[src/rtl/px_mem_if.sv]
// px_mem_if: display, loader, status and RAM-port signals of the image RAM arbiter
interface px_mem_if #(
  parameter int ADDR_W = 17,
  parameter int DATA_W = 24
);
  logic              DISP_REQ;
  logic [ADDR_W-1:0] DISP_ADDR;
  logic [DATA_W-1:0] DISP_PX;
  logic              DISP_VALID;
  logic              WR_VALID;
  logic              WR_READY;
  logic [ADDR_W-1:0] WR_ADDR;
  logic [DATA_W-1:0] WR_DATA;
  logic              WR_PENDING;
  logic              CLR_STATUS;
  logic              STARVE;
  logic [ADDR_W-1:0] MEM_ADDR;
  logic [DATA_W-1:0] MEM_WDATA;
  logic              MEM_WE;
  logic [DATA_W-1:0] MEM_RDATA;
  modport slave (
    input  DISP_REQ, DISP_ADDR, WR_VALID, WR_ADDR, WR_DATA, CLR_STATUS, MEM_RDATA,
    output DISP_PX, DISP_VALID, WR_READY, WR_PENDING, STARVE, MEM_ADDR, MEM_WDATA, MEM_WE
  );
  modport master (
    output DISP_REQ, DISP_ADDR, WR_VALID, WR_ADDR, WR_DATA, CLR_STATUS, MEM_RDATA,
    input  DISP_PX, DISP_VALID, WR_READY, WR_PENDING, STARVE, MEM_ADDR, MEM_WDATA, MEM_WE
  );
endinterface

[src/rtl/px_mem_arbiter.sv]
// px_mem_arbiter: display-priority arbiter sharing one image RAM with a posted-write FIFO
module px_mem_arbiter #(
  parameter int ADDR_W     = 17,
  parameter int DATA_W     = 24,
  parameter int WBUF_DEPTH = 4,
  parameter int RD_LATENCY = 1,
  parameter int STARVE_MAX = 1024
) (
  input logic     CLK_PX,
  input logic     RST_n,
  px_mem_if.slave bus
);
  localparam int PTR_W = $clog2(WBUF_DEPTH);
  localparam int CW    = PTR_W + 1;
  localparam int CNT_W = $clog2(STARVE_MAX + 1);
  localparam logic [CW-1:0]    FULL = CW'(WBUF_DEPTH);
  localparam logic [CNT_W-1:0] SMAX = CNT_W'(STARVE_MAX);
  logic [ADDR_W-1:0] fa_q [WBUF_DEPTH];
  logic [DATA_W-1:0] fd_q [WBUF_DEPTH];
  logic [PTR_W-1:0]  wp_q, rp_q;
  logic [CW-1:0]     count_q, count_d;
  logic [CNT_W-1:0]  scnt_q, scnt_d;
  logic [RD_LATENCY:0] pipe_q;
  logic [ADDR_W-1:0] mem_addr_q;
  logic [DATA_W-1:0] mem_wdata_q, disp_px_q;
  logic              mem_we_q, disp_valid_q, starve_q, starve_d, push, pop;
  assign bus.WR_READY   = count_q != FULL;
  assign bus.WR_PENDING = count_q != '0;
  assign bus.MEM_ADDR   = mem_addr_q;
  assign bus.MEM_WDATA  = mem_wdata_q;
  assign bus.MEM_WE     = mem_we_q;
  assign bus.DISP_PX    = disp_px_q;
  assign bus.DISP_VALID = disp_valid_q;
  assign bus.STARVE     = starve_q;
  // Grant: display always wins, a queued write only takes a slot the display left idle
  always_comb begin
    push     = bus.WR_VALID && count_q != FULL;
    pop      = !bus.DISP_REQ && count_q != '0;
    count_d  = count_q + CW'(push) - CW'(pop);
    scnt_d   = (bus.DISP_REQ && count_q != '0) ? scnt_q + CNT_W'(scnt_q != SMAX) : '0;
    starve_d = scnt_d == SMAX || (starve_q && !bus.CLR_STATUS);
  end
  // FIFO storage has no reset: an entry is only read after it has been written
  always_ff @(posedge CLK_PX)
    if (push) begin
      fa_q[wp_q] <= bus.WR_ADDR;
      fd_q[wp_q] <= bus.WR_DATA;
    end
  // Control state, registered RAM port and read-return pipeline
  always_ff @(posedge CLK_PX or negedge RST_n)
    if (!RST_n) begin
      wp_q         <= '0;
      rp_q         <= '0;
      count_q      <= '0;
      scnt_q       <= '0;
      starve_q     <= 1'b0;
      mem_we_q     <= 1'b0;
      mem_addr_q   <= '0;
      mem_wdata_q  <= '0;
      pipe_q       <= '0;
      disp_valid_q <= 1'b0;
      disp_px_q    <= '0;
    end else begin
      wp_q         <= wp_q + PTR_W'(push);
      rp_q         <= rp_q + PTR_W'(pop);
      count_q      <= count_d;
      scnt_q       <= scnt_d;
      starve_q     <= starve_d;
      mem_we_q     <= pop;
      mem_addr_q   <= bus.DISP_REQ ? bus.DISP_ADDR : pop ? fa_q[rp_q] : mem_addr_q;
      mem_wdata_q  <= pop ? fd_q[rp_q] : mem_wdata_q;
      pipe_q       <= {pipe_q[RD_LATENCY-1:0], bus.DISP_REQ};
      disp_valid_q <= pipe_q[RD_LATENCY];
      disp_px_q    <= pipe_q[RD_LATENCY] ? bus.MEM_RDATA : disp_px_q;
    end
endmodule

[src/flat_wrapper.sv]
// flat-port wrapper written by rule: the top's interface ports become plain ports
module px_mem_arbiter_flat 
#(
  parameter int ADDR_W     = 17,
  parameter int DATA_W     = 24,
  parameter int WBUF_DEPTH = 4,
  parameter int RD_LATENCY = 1,
  parameter int STARVE_MAX = 1024
)
  (CLK_PX, RST_n, bus_DISP_REQ, bus_DISP_ADDR, bus_WR_VALID, bus_WR_ADDR, bus_WR_DATA, bus_CLR_STATUS, bus_MEM_RDATA, bus_DISP_PX, bus_DISP_VALID, bus_WR_READY, bus_WR_PENDING, bus_STARVE, bus_MEM_ADDR, bus_MEM_WDATA, bus_MEM_WE);
  px_mem_if #(.ADDR_W(ADDR_W), .DATA_W(DATA_W)) bus_i ();
  input logic CLK_PX;
  input logic RST_n;
  input wire logic [$bits(bus_i.DISP_REQ)-1:0] bus_DISP_REQ;
  input wire logic [$bits(bus_i.DISP_ADDR)-1:0] bus_DISP_ADDR;
  input wire logic [$bits(bus_i.WR_VALID)-1:0] bus_WR_VALID;
  input wire logic [$bits(bus_i.WR_ADDR)-1:0] bus_WR_ADDR;
  input wire logic [$bits(bus_i.WR_DATA)-1:0] bus_WR_DATA;
  input wire logic [$bits(bus_i.CLR_STATUS)-1:0] bus_CLR_STATUS;
  input wire logic [$bits(bus_i.MEM_RDATA)-1:0] bus_MEM_RDATA;
  output wire logic [$bits(bus_i.DISP_PX)-1:0] bus_DISP_PX;
  output wire logic [$bits(bus_i.DISP_VALID)-1:0] bus_DISP_VALID;
  output wire logic [$bits(bus_i.WR_READY)-1:0] bus_WR_READY;
  output wire logic [$bits(bus_i.WR_PENDING)-1:0] bus_WR_PENDING;
  output wire logic [$bits(bus_i.STARVE)-1:0] bus_STARVE;
  output wire logic [$bits(bus_i.MEM_ADDR)-1:0] bus_MEM_ADDR;
  output wire logic [$bits(bus_i.MEM_WDATA)-1:0] bus_MEM_WDATA;
  output wire logic [$bits(bus_i.MEM_WE)-1:0] bus_MEM_WE;
  assign bus_i.DISP_REQ = bus_DISP_REQ;
  assign bus_i.DISP_ADDR = bus_DISP_ADDR;
  assign bus_i.WR_VALID = bus_WR_VALID;
  assign bus_i.WR_ADDR = bus_WR_ADDR;
  assign bus_i.WR_DATA = bus_WR_DATA;
  assign bus_i.CLR_STATUS = bus_CLR_STATUS;
  assign bus_i.MEM_RDATA = bus_MEM_RDATA;
  assign bus_DISP_PX = bus_i.DISP_PX;
  assign bus_DISP_VALID = bus_i.DISP_VALID;
  assign bus_WR_READY = bus_i.WR_READY;
  assign bus_WR_PENDING = bus_i.WR_PENDING;
  assign bus_STARVE = bus_i.STARVE;
  assign bus_MEM_ADDR = bus_i.MEM_ADDR;
  assign bus_MEM_WDATA = bus_i.MEM_WDATA;
  assign bus_MEM_WE = bus_i.MEM_WE;
  px_mem_arbiter #(.ADDR_W(ADDR_W), .DATA_W(DATA_W), .WBUF_DEPTH(WBUF_DEPTH), .RD_LATENCY(RD_LATENCY), .STARVE_MAX(STARVE_MAX)) u_core (.CLK_PX(CLK_PX), .RST_n(RST_n), .bus(bus_i));
endmodule
[config.mk]
export PLATFORM = sky130hd
export DESIGN_NAME = px_mem_arbiter_flat
export DESIGN_NICKNAME = d
export VERILOG_FILES = /design/src/rtl/px_mem_if.sv /design/src/rtl/px_mem_arbiter.sv /design/src/flat_wrapper.sv
export SDC_FILE = /design/constraint.sdc
export NUM_CORES = 1
export LEC_CHECK = 0
export CORE_MARGIN = 8
export CORE_UTILIZATION = 53
export DETAILED_ROUTE_END_ITERATION = 8
export GPL_TIMING_DRIVEN = 0
export PLACE_DENSITY = 0.79
export SLEW_MARGIN = 20
export SYNTH_ARGS = -nofsm -noshare
export SYNTH_HDL_FRONTEND = slang
export SYNTH_SLANG_ARGS = --single-unit
export TNS_END_PERCENT = 100
[constraint.sdc]
create_clock -name CLK_PX -period 5.35 [get_ports CLK_PX]
set_clock_uncertainty 0.1 [all_clocks]
set_input_delay 0.8025 -clock CLK_PX [delete_from_list [all_inputs] [get_ports CLK_PX]]
set_output_delay 0.8025 -clock CLK_PX [all_outputs]
set_load 0.02 [all_outputs]
==> run_results.csv, run 1 <==
group,metric,value,unit
critical_path,crit_type,"flop to output port",
cts,cts_buffers,26,
detailed_routing,ant_nets,0,
flow_run,maxCapViolCount,0,
critical_path,critical_path.max_stage_delay,0.58,ns
timing,rsz0062_at_grt,"no",
detailed_routing,route.detailed.drc,0,
critical_path,r2r_setup_slack,2.50,ns
detailed_routing,drt_iter0_drc,281,
timing,slew_headroom,0.518,
synth,syn_inst,508,
cts,clkLatencyLatePin,0.51,ns
final_layout,area_growth,29.2,%
floorplanning,die_h,151,um
place,gp_congestion,0.772,
synth,async_reset_ff_frac,0.349,
cts,clock_path_buffers,3,
critical_path,start_kind,"flop",
synth,syn_avg_cell_area,19.1,um2
final_layout,n_fill_cell,1175,
synth,ys_seq_area_frac,0.736,
global_routing,grt_pass1_wl,31000,um
critical_path,path_cells,"or3_1 -> clkbuf_1 -> buf_2 -> clkdlybuf4s50_1",
detailed_routing,vias,5138,
synth,synth-edff-count,164,
synth,synth_cell_types,33,
cts,post_cts_buffers,0,
critical_path,startpoint,"u_core.count_q[1]",
power,total_power,6.40,mW
global_routing,first_global_vias,5706,
floorplanning,pin_count,157,
critical_path,crit-reg2reg-capture,"u_core.count_q[2]",
floorplanning,initial_core_util,0.539,
outcome,status,"complete, no violations",
place,dpl.hpwl,14000,um
place,dpl-instance-area,0.0117,mm2
critical_path,worst_path_max_delay_cell,"clkdlybuf4s50_1",
cts,hold_buffers,0,
final_layout,diodes,0,
timing,fmax,314,MHz
critical_path,critPathCapture,"bus_WR_PENDING",
min_path,hold_class,"primary input to async pin",
critical_path,cp_max_fo,10,
cts,cts_tree,"built",
power,p_per_area,512,mW/mm2
cts,cts-resized-gates,0,
power,irDropWorstVdd,0.399,mV
detailed_routing,wire_per_inst,20.8,um
synth,mappedNetlistArea,0.00969,mm2
cts,cts_root_buffer,"clkbuf_16",
cts,cts_max_level,1,
floorplanning,core.rowCount,49,
critical_path,crit_family,"buffers and inverters",
timing,period_needed,3.19,ns
detailed_routing,dr.pass1.iters,4,
timing,hold_viol_final,0,
critical_path,cp_num_buf_inv,3,
critical_path,rr_worst_depth,12,
final_layout,instances_no_fill,954,
critical_path,cp-end-kind,"output port",
place,dp.cells,906,
timing,tightest_slew,0.724,ns
power,leakage,4.71,nW
critical_path,cp_num_cells,4,
global_routing,grt-ovfl-total,0,
critical_path,rr_startpoint,"u_core.count_q[1]",
final_layout,design_area,0.0125,mm2
floorplanning,core,0.0180,mm2
synth,synth_ff_type,"edfxtp_1",
cts,clkTransAtPathRegs,0.06,ns
synth,ys_warn_count,0,
global_routing,antenna_found_initial,0,
timing,drv_slew,0,
detailed_routing,viasPerCell,5.39,
critical_path,crit_required,4.45,ns
final_layout,multiInputGateArea,0.00239,mm2
timing,post-route-period-util,0.596,
detailed_routing,wl,19800,um
synth,ys_seq_elements,252,
final_layout,seqCellArea,0.00713,mm2
final_layout,nets,800,
global_routing,grt_max_degree,52,
cts,clock-sinks,252,
timing,setup_viol,0,
timing,whs,0.0905,ns
critical_path,cp.arrival,2.28,ns
global_routing,grt_usage,0.175,
final_layout,drive_gt1_frac,0.228,
synth,synth_nets,603,
floorplanning,die-area,0.0229,mm2
final_layout,fin_util,0.696,
place,io_buffer_count,156,
floorplanning,die_w,151,um
==> power breakdown <==
| group | switching, mW | internal [mW] |
|---|---|---|
| Combinational | 0.954 | 1.04 |
| Clock | 0.702 | 0.955 |
| Sequential | 0.190 | 2.56 |
==> registers in the layout, indices dropped and copies added, names as in the netlist, 3 cells and up <==
name,cells
u_core.fd_q,96
u_core.fa_q,68
u_core.bus.DISP_PX,24
u_core.bus.MEM_WDATA,24
u_core.bus.MEM_ADDR,17
u_core.scnt_q,11
u_core.count_q,3
==> stage by stage <==
stage | TNS (ns) | setup slack (ns)
CTS | 0 | 2.12
global placement | -140.51 | -1.93
global route | 0 | 2.03
finish | 0 | 2.16
floorplan | 0 | 0.821
detailed placement | 0 | 2.12
==> worst min path at each step <==
| stage | from | endpoint | slack [ns] | cells past startpoint |
|---|---|---|---|---|
| 2_1_floorplan | u_core.pipe_q[0] | u_core.pipe_q[1] | 0.23 | 0 |
| 3_3_place_gp | u_core.pipe_q[0] | u_core.pipe_q[1] | 0.24 | 0 |
| 3_5_place_dp | u_core.pipe_q[0] | u_core.pipe_q[1] | 0.24 | 0 |
| 4_1_cts | RST_n | u_core.scnt_q[9] | 0.09 | 1 |
| 5_1_grt | RST_n | u_core.scnt_q[9] | 0.1 | 1 |
| 6_report | RST_n | u_core.scnt_q[9] | 0.09 | 1 |
==> layer usage <==
layer | part of all wire | track usage | up-vias
li1 | - | - | 2344
met1 | 0.40 | 0.213 | 2605
met2 | 0.50 | 0.305 | 165
met3 | 0.083 | 0.0493 | 24
met4 | 0.014 | 0.0371 | 0
met5 | 0 | 0 | -
==> logic make-up (layout without fill, tap and decap cells) <==
family,count (synthesis),in the layout,synth area share
flops,252,252,0.736
mux,107,107,0.177
simple gates,63,63,0.0298
buf+inv,39,256,0.0190
compound gates,24,24,0.0136
xor+xnor,15,15,0.0136
fa+ha+maj,8,8,0.0111
==> area by class of cell <==
class / instances / area share
clock inverters: 18 / 0.00710
clock buffers: 30 / 0.0573
plain buffers: 30 / 0.0120
well taps: 229 / 0.0229
multi-input cells: 217 / 0.191
flip-flops and latches: 252 / 0.570
repair buffers: 169 / 0.137
inverters: 9 / 0.00270
==> cell usage after synthesis, types with 2 or more instances <==
| cell | count | area share |
|---|---|---|
| a21oi_1 | 2 | 0.0010 |
| a31oi_1 | 2 | 0.0013 |
| and3_1 | 3 | 0.0019 |
| buf_2 | 11 | 0.0057 |
| buf_6 | 3 | 0.0035 |
| clkbuf_1 | 14 | 0.0054 |
| dfrtp_1 | 88 | 0.23 |
| edfxtp_1 | 164 | 0.51 |
| ha_1 | 7 | 0.0090 |
| inv_1 | 9 | 0.0035 |
| mux2_2 | 29 | 0.034 |
| mux2_4 | 19 | 0.029 |
| mux2i_1 | 18 | 0.019 |
| mux4_2 | 41 | 0.095 |
| nand2_1 | 25 | 0.0097 |
| nand3_1 | 8 | 0.0041 |
| nor2_1 | 14 | 0.0054 |
| nor3_1 | 3 | 0.0015 |
| nor3b_1 | 2 | 0.0015 |
| nor4_1 | 3 | 0.0019 |
| o21ai_0 | 18 | 0.0093 |
| xnor2_1 | 8 | 0.0072 |
| xor2_1 | 7 | 0.0063 |
==> worst reg2reg max path: stages (launching register included) <==
cell,delay [ns]
dfrtp_1,0.43
or3_1,0.35
clkbuf_1,0.17
nor2b_1,0.18
buf_6,0.15
buf_6,0.17
ha_1,0.30
inv_1,0.06
ha_1,0.13
inv_1,0.05
fa_1,0.37
xnor2_1,0.17
xnor2_1,0.15
==> cell usage in the layout (no fill, tap or decap), drive strengths merged, types with 14 or more instances in the layout <==
cell,instances
mux4,41
clkbuf,45
clkinv,15
dfrtp,88
clkdlybuf4s50,155
edfxtp,164
mux2i,18
o21ai,18
nor2,14
buf,29
mux2,48
nand2,25
Note: power is estimated with default switching activity, not from simulation.
==> inputs of run 2 (changes only) <==
- CORE_UTILIZATION: 53 -> 48
- PLACE_DENSITY: 0.79 -> 0.76
- clock period: 5.35 -> 2.7 ns (I/O delays scaled with it)
==> run_results.csv, run 2 (synthesis gave the netlist of run 1 again) <==
group,metric,value,unit
outcome,status,"complete, no violations",
cts,clkLatencyLatePin,0.51,ns
final_layout,area_growth,30.2,%
global_routing,grt_max_degree,54,
critical_path,cp-end-kind,"flop",
final_layout,instances_no_fill,995,
detailed_routing,wire_per_inst,20.9,um
cts,cts_buffers,26,
critical_path,start_kind,"flop",
floorplanning,initial_core_util,0.483,
timing,drv_slew,0,
timing,rsz0062_at_grt,"no",
timing,hold_viol_final,0,
timing,tightest_slew,0.687,ns
global_routing,first_global_vias,5725,
cts,clock-sinks,252,
global_routing,antenna_found_initial,1,
min_path,min_path_cells,0,
min_path,hold_path_end,"u_core.pipe_q[1]",
timing,post-route-period-util,0.943,
final_layout,nets,801,
timing,finalSetupTns,0,ns
floorplanning,pin_count,157,
floorplanning,core.rowCount,52,
power,p_per_area,1010,mW/mm2
final_layout,largest-register,"u_core.fd_q",
place,gp_congestion,0.886,
cts,cts_root_buffer,"clkbuf_16",
cts,cts_max_level,1,
cts,clkTransAtPathRegs,0.06,ns
detailed_routing,drt_iter0_drc,287,
place,dpl.hpwl,14200,um
place,io_buffer_count,156,
flow_run,maxCapViolCount,0,
final_layout,largest_register_ffs,96,
min_path,hold_start,"u_core.pipe_q[0]",
power,irDropWorstVdd,0.622,mV
critical_path,crit_type,"flop to flop",
detailed_routing,wl,20800,um
global_routing,grt_usage,0.167,
critical_path,rr_startpoint,"u_core.count_q[2]",
detailed_routing,route.detailed.drc,0,
detailed_routing,vias,5217,
min_path,hold_class,"flop to flop",
critical_path,cp_max_fo,4,
detailed_routing,viasPerCell,5.24,
floorplanning,die-area,0.0250,mm2
critical_path,cp.arrival,2.86,ns
global_routing,gr-usage-met2,0.289,
timing,setup_viol,0,
floorplanning,die_h,158,um
cts,clock_path_buffers,3,
power,total_power,12.8,mW
final_layout,reg_top3,"u_core.fd_q (96), u_core.fa_q (68)",
timing,slew_headroom,0.538,
critical_path,crit_required,3.02,ns
critical_path,crit-reg2reg-capture,"u_core.count_q[2]",
timing,fmax,393,MHz
global_routing,grt_use_met3,0.0393,
critical_path,r2r_setup_slack,0.15,ns
global_routing,grt-ovfl-total,0,
power,leakage,4.71,nW
critical_path,rr_worst_depth,11,
final_layout,diodes,0,
detailed_routing,dr.pass1.iters,4,
global_routing,top_usage_layer,"met2",
timing,period_needed,2.55,ns
detailed_routing,ant_nets,0,
final_layout,drive_gt1_frac,0.217,
global_routing,use_met1,0.211,
final_layout,most-common-layout-cells,"edfxtp_1 (164), clkdlybuf4s50_1 (154), dfrtp_1 (88)",
final_layout,final_common_cell,"edfxtp_1",
cts,cts_tree,"built",
floorplanning,die_w,158,um
final_layout,n_fill_cell,1493,
floorplanning,core,0.0200,mm2
global_routing,grt_pass1_wl,31900,um
place,dp.cells,944,
## run 2: worst max-delay path by stage
stage | start | endpoint | slack (ns) | cells after the start
global route | u_core.count_q[2] | u_core.count_q[2] | 0.03 | 11
finish | u_core.count_q[2] | u_core.count_q[2] | 0.15 | 11
floorplan | u_core.count_q[1] | u_core.count_q[2] | 0.09 | 12
global placement | RST_n | u_core.bus.MEM_WDATA[22] | -2.24 | 1
CTS | u_core.count_q[2] | u_core.count_q[2] | -0.04 | 11
detailed placement | u_core.count_q[1] | u_core.count_q[2] | -0.09 | 12
## run 2: worst max-delay path, stage by stage (launching register included)
cell,delay (ns)
dfrtp_1,0.37
or3_1,0.36
clkbuf_2,0.14
nor2b_1,0.14
clkbuf_8,0.14
ha_1,0.28
inv_1,0.06
ha_1,0.13
inv_1,0.05
fa_2,0.35
xnor2_2,0.14
xnor2_1,0.19
## run 2: repair_timing
item,CTS,global route
cloned,0,0
pin swaps,1,2
endpoints found under the hold margin,35,0
resized for setup,2,3
buffers inserted,1,3
hold buffers,1,0
setup endpoints to repair,2,1
## run 2: cell type report
| cell class | count | area, um2 | share of cell area |
|---|---|---|---|
| Clock buffer | 43 | 766 | 0.0607 |
| Inverter | 9 | 33.8 | 0.00268 |
| Multi-Input combinational cell | 217 | 2420 | 0.192 |
| Tap cell | 270 | 338 | 0.0268 |
| Sequential cell | 252 | 7130 | 0.565 |
| Clock inverter | 4 | 17.5 | 0.00139 |
| Buffer | 29 | 143 | 0.0113 |
| Timing Repair Buffer | 171 | 1770 | 0.140 |
## run 2: routing by layer
metal / vias to the layer above / wire length, um
met3: 30 / 1500
met1: 2669 / 8590
li1: 2339 / -
met5: - / 13
met4: 2 / 355
met2: 177 / 10400
## run 2: where the power goes
part / switching (mW) / internal, mW / leakage [nW]
clock network: 1.36 / 1.92 / 0.381
registers: 0.374 / 5.07 / 2.56
logic: 1.95 / 2.13 / 1.77
total: 3.68 / 9.12 / 4.71
## run 2: per-stage QoR
stage | cell area [um2] | util | worst slack [ns] | hold WS [ns]
after floorplan | 9710 | - | 0.0864 | 0.00941
after global placement | 11600 | 0.579 | -2.24 | 0.233
after detailed placement | 11800 | 0.588 | -0.0916 | 0.236
after CTS | 12600 | 0.628 | -0.0354 | 0.249
after global routing | 12600 | 0.629 | 0.0320 | 0.259
final | 12600 | 0.629 | 0.153 | 0.255
==> inputs of run 3 (changes only) <==
- CORE_MARGIN: 8 -> unset
==> run_results.csv, run 3 (synthesis gave the netlist of run 1 again) <==
group,metric,value,unit
place,gp_congestion,0.732,
power,leakage,4.75,nW
final_layout,nets,797,
final_layout,diodes,0,
timing,period_needed,2.62,ns
detailed_routing,wire_per_inst,19.2,um
cts,clkTransAtPathRegs,0.06,ns
critical_path,cp-end-kind,"output port",
cts,clock_path_buffers,3,
final_layout,multiInputGateArea,0.00241,mm2
detailed_routing,route.detailed.drc,0,
detailed_routing,dr.pass1.iters,4,
critical_path,cp.arrival,2.12,ns
final_layout,seqCellArea,0.00713,mm2
critical_path,crit_required,2.19,ns
detailed_routing,wl,19000,um
critical_path,start_kind,"flop",
global_routing,grt_pass1_wl,29800,um
final_layout,drive_gt1_frac,0.227,
timing,post-route-period-util,0.971,
floorplanning,core.rowCount,51,
min_path,hold_class,"primary input to async pin",
timing,setup_viol,0,
place,dpl-instance-area,0.0118,mm2
timing,rsz0062_at_grt,"no",
detailed_routing,top_layer,"met4",
floorplanning,die_h,144,um
detailed_routing,drt_iter0_drc,255,
power,pwr-share-comb,0.308,
critical_path,rr_startpoint,"u_core.count_q[2]",
power,p_per_area,1030,mW/mm2
floorplanning,core,0.0196,mm2
final_layout,largest_register_ffs,96,
cts,cts_buffers,26,
final_layout,n_fill_cell,1384,
detailed_routing,vias,5096,
detailed_routing,ant_nets,0,
timing,fmax,381,MHz
global_routing,grt_usage,0.192,
floorplanning,initial_core_util,0.494,
timing,drv_slew,0,
timing,tightest_slew,0.824,ns
floorplanning,die_w,144,um
power,p_sw,3.67,mW
power,total_power,13.0,mW
cts,cts_root_buffer,"clkbuf_16",
floorplanning,die-area,0.0208,mm2
floorplanning,pin_count,157,
final_layout,largest-register,"u_core.fd_q",
power,p_clk_frac,0.276,
power,irDropWorstVdd,0.828,mV
final_layout,area_growth,31.0,%
power,p_int,9.38,mW
global_routing,grt-ovfl-total,0,
global_routing,antenna_found_initial,0,
final_layout,design_area,0.0127,mm2
global_routing,grt_max_degree,81,
cts,clkLatencyLatePin,0.52,ns
flow_run,maxCapViolCount,0,
cts,cts_max_level,1,
final_layout,final_common_cell,"edfxtp_1",
timing,hold_viol_final,0,
critical_path,crit_type,"flop to output port",
detailed_routing,wl_met1,7720,um
detailed_routing,wl_met3,1320,um
final_layout,most-common-layout-cells,"edfxtp_1 (164), clkdlybuf4s50_1 (155), dfrtp_1 (88)",
critical_path,crit-reg2reg-capture,"u_core.count_q[2]",
global_routing,first_global_vias,5724,
place,io_buffer_count,156,
critical_path,rr_worst_depth,10,
final_layout,reg_top3,"u_core.fd_q (96), u_core.fa_q (68)",
detailed_routing,met2_length,9640,um
outcome,status,"complete, no violations",
power,swShare,0.281,
cts,clock-sinks,252,
timing,slew_headroom,0.449,
place,dpl.hpwl,12800,um
critical_path,cp_max_fo,10,
detailed_routing,viasPerCell,5.16,
final_layout,fin_util,0.648,
critical_path,r2r_setup_slack,0.13,ns
power,p_seq_frac,0.416,
cts,cts_tree,"built",
==> run 3: cell types whose count changed in the layout (fill, tap and decap cells not counted), sizes merged <==
cell / previous run / this run
clkinv: 4 / 9
buf: 28 / 26
clkbuf: 59 / 48
clkinvlp: 0 / 2
clkdlybuf4s50: 154 / 155
bufinv: 0 / 3
dlygate4sd2: 1 / 0
==> run 3: layout make-up <==
class	instances	area share
Buffer	28	0.0107
Inverter	9	0.00266
Clock buffer	34	0.0577
Tap cell	265	0.0261
Clock inverter	14	0.0118
Multi-Input combinational cell	217	0.190
Timing Repair Buffer	168	0.139
Sequential cell	252	0.562
==> run 3: how the worst max path moves through the flow <==
stage | startpoint | to | slack [ns] | depth (start not counted)
3_3_place_gp | RST_n | u_core.bus.MEM_WDATA[0] | -2.22 | 1
3_5_place_dp | u_core.count_q[1] | u_core.count_q[2] | -0.19 | 12
4_1_cts | u_core.count_q[2] | bus_WR_PENDING | 0.03 | 3
5_1_grt | u_core.count_q[2] | bus_WR_PENDING | 0.001 | 3
2_1_floorplan | u_core.count_q[1] | u_core.count_q[2] | 0.09 | 12
6_report | u_core.count_q[2] | bus_WR_PENDING | 0.08 | 3
==> run 3: what timing repair did <==
item                                    CTS  global route
pin swaps                                 1             1
hold buffers                              1             0
endpoints found under the hold margin    88             0
resized for setup                         1             0
endpoints found under the setup margin    3             1
buffers inserted                          2             0
==> run 3: worst max-delay path: stages, from the launching register on <==
cell and delay [ns]:
dfrtp_1 0.37, or3_4 0.42, buf_2 0.23, clkdlybuf4s50_1 0.58
==> run 3: power by group through the flow <==
| stage | registers [mW] | logic, mW | clock network (mW) |
|---|---|---|---|
| 2_1_floorplan | 5.82 | 2.10 | 0 |
| 3_5_place_dp | 5.51 | 4.06 | 0 |
| 4_1_cts | 5.44 | 4.10 | 3.68 |
| 3_3_place_gp | 5.50 | 3.82 | 0 |
| 6_report | 5.43 | 4.01 | 3.60 |
| 5_1_grt | 5.51 | 4.33 | 3.83 |
==> run 3: per-stage QoR <==
step / worst slack [ns] / setup TNS, ns / instances / hold slack (ns)
global placement: -2.22 / -328.54 / 929 / 0.235
detailed placement: -0.186 / -0.193 / 938 / 0.124
global route: 0.00142 / 0 / 987 / 0.172
finish: 0.0770 / 0 / 987 / 0.162
floorplan: 0.0864 / 0 / 508 / 0.00941
CTS: 0.0316 / 0 / 987 / 0.150
==> run 3: layer usage <==
metal	vias up	GRT usage
li1	2331	-
met3	22	0.0417
met2	171	0.348
met1	2572	0.235
met5	-	0
met4	0	0.0398
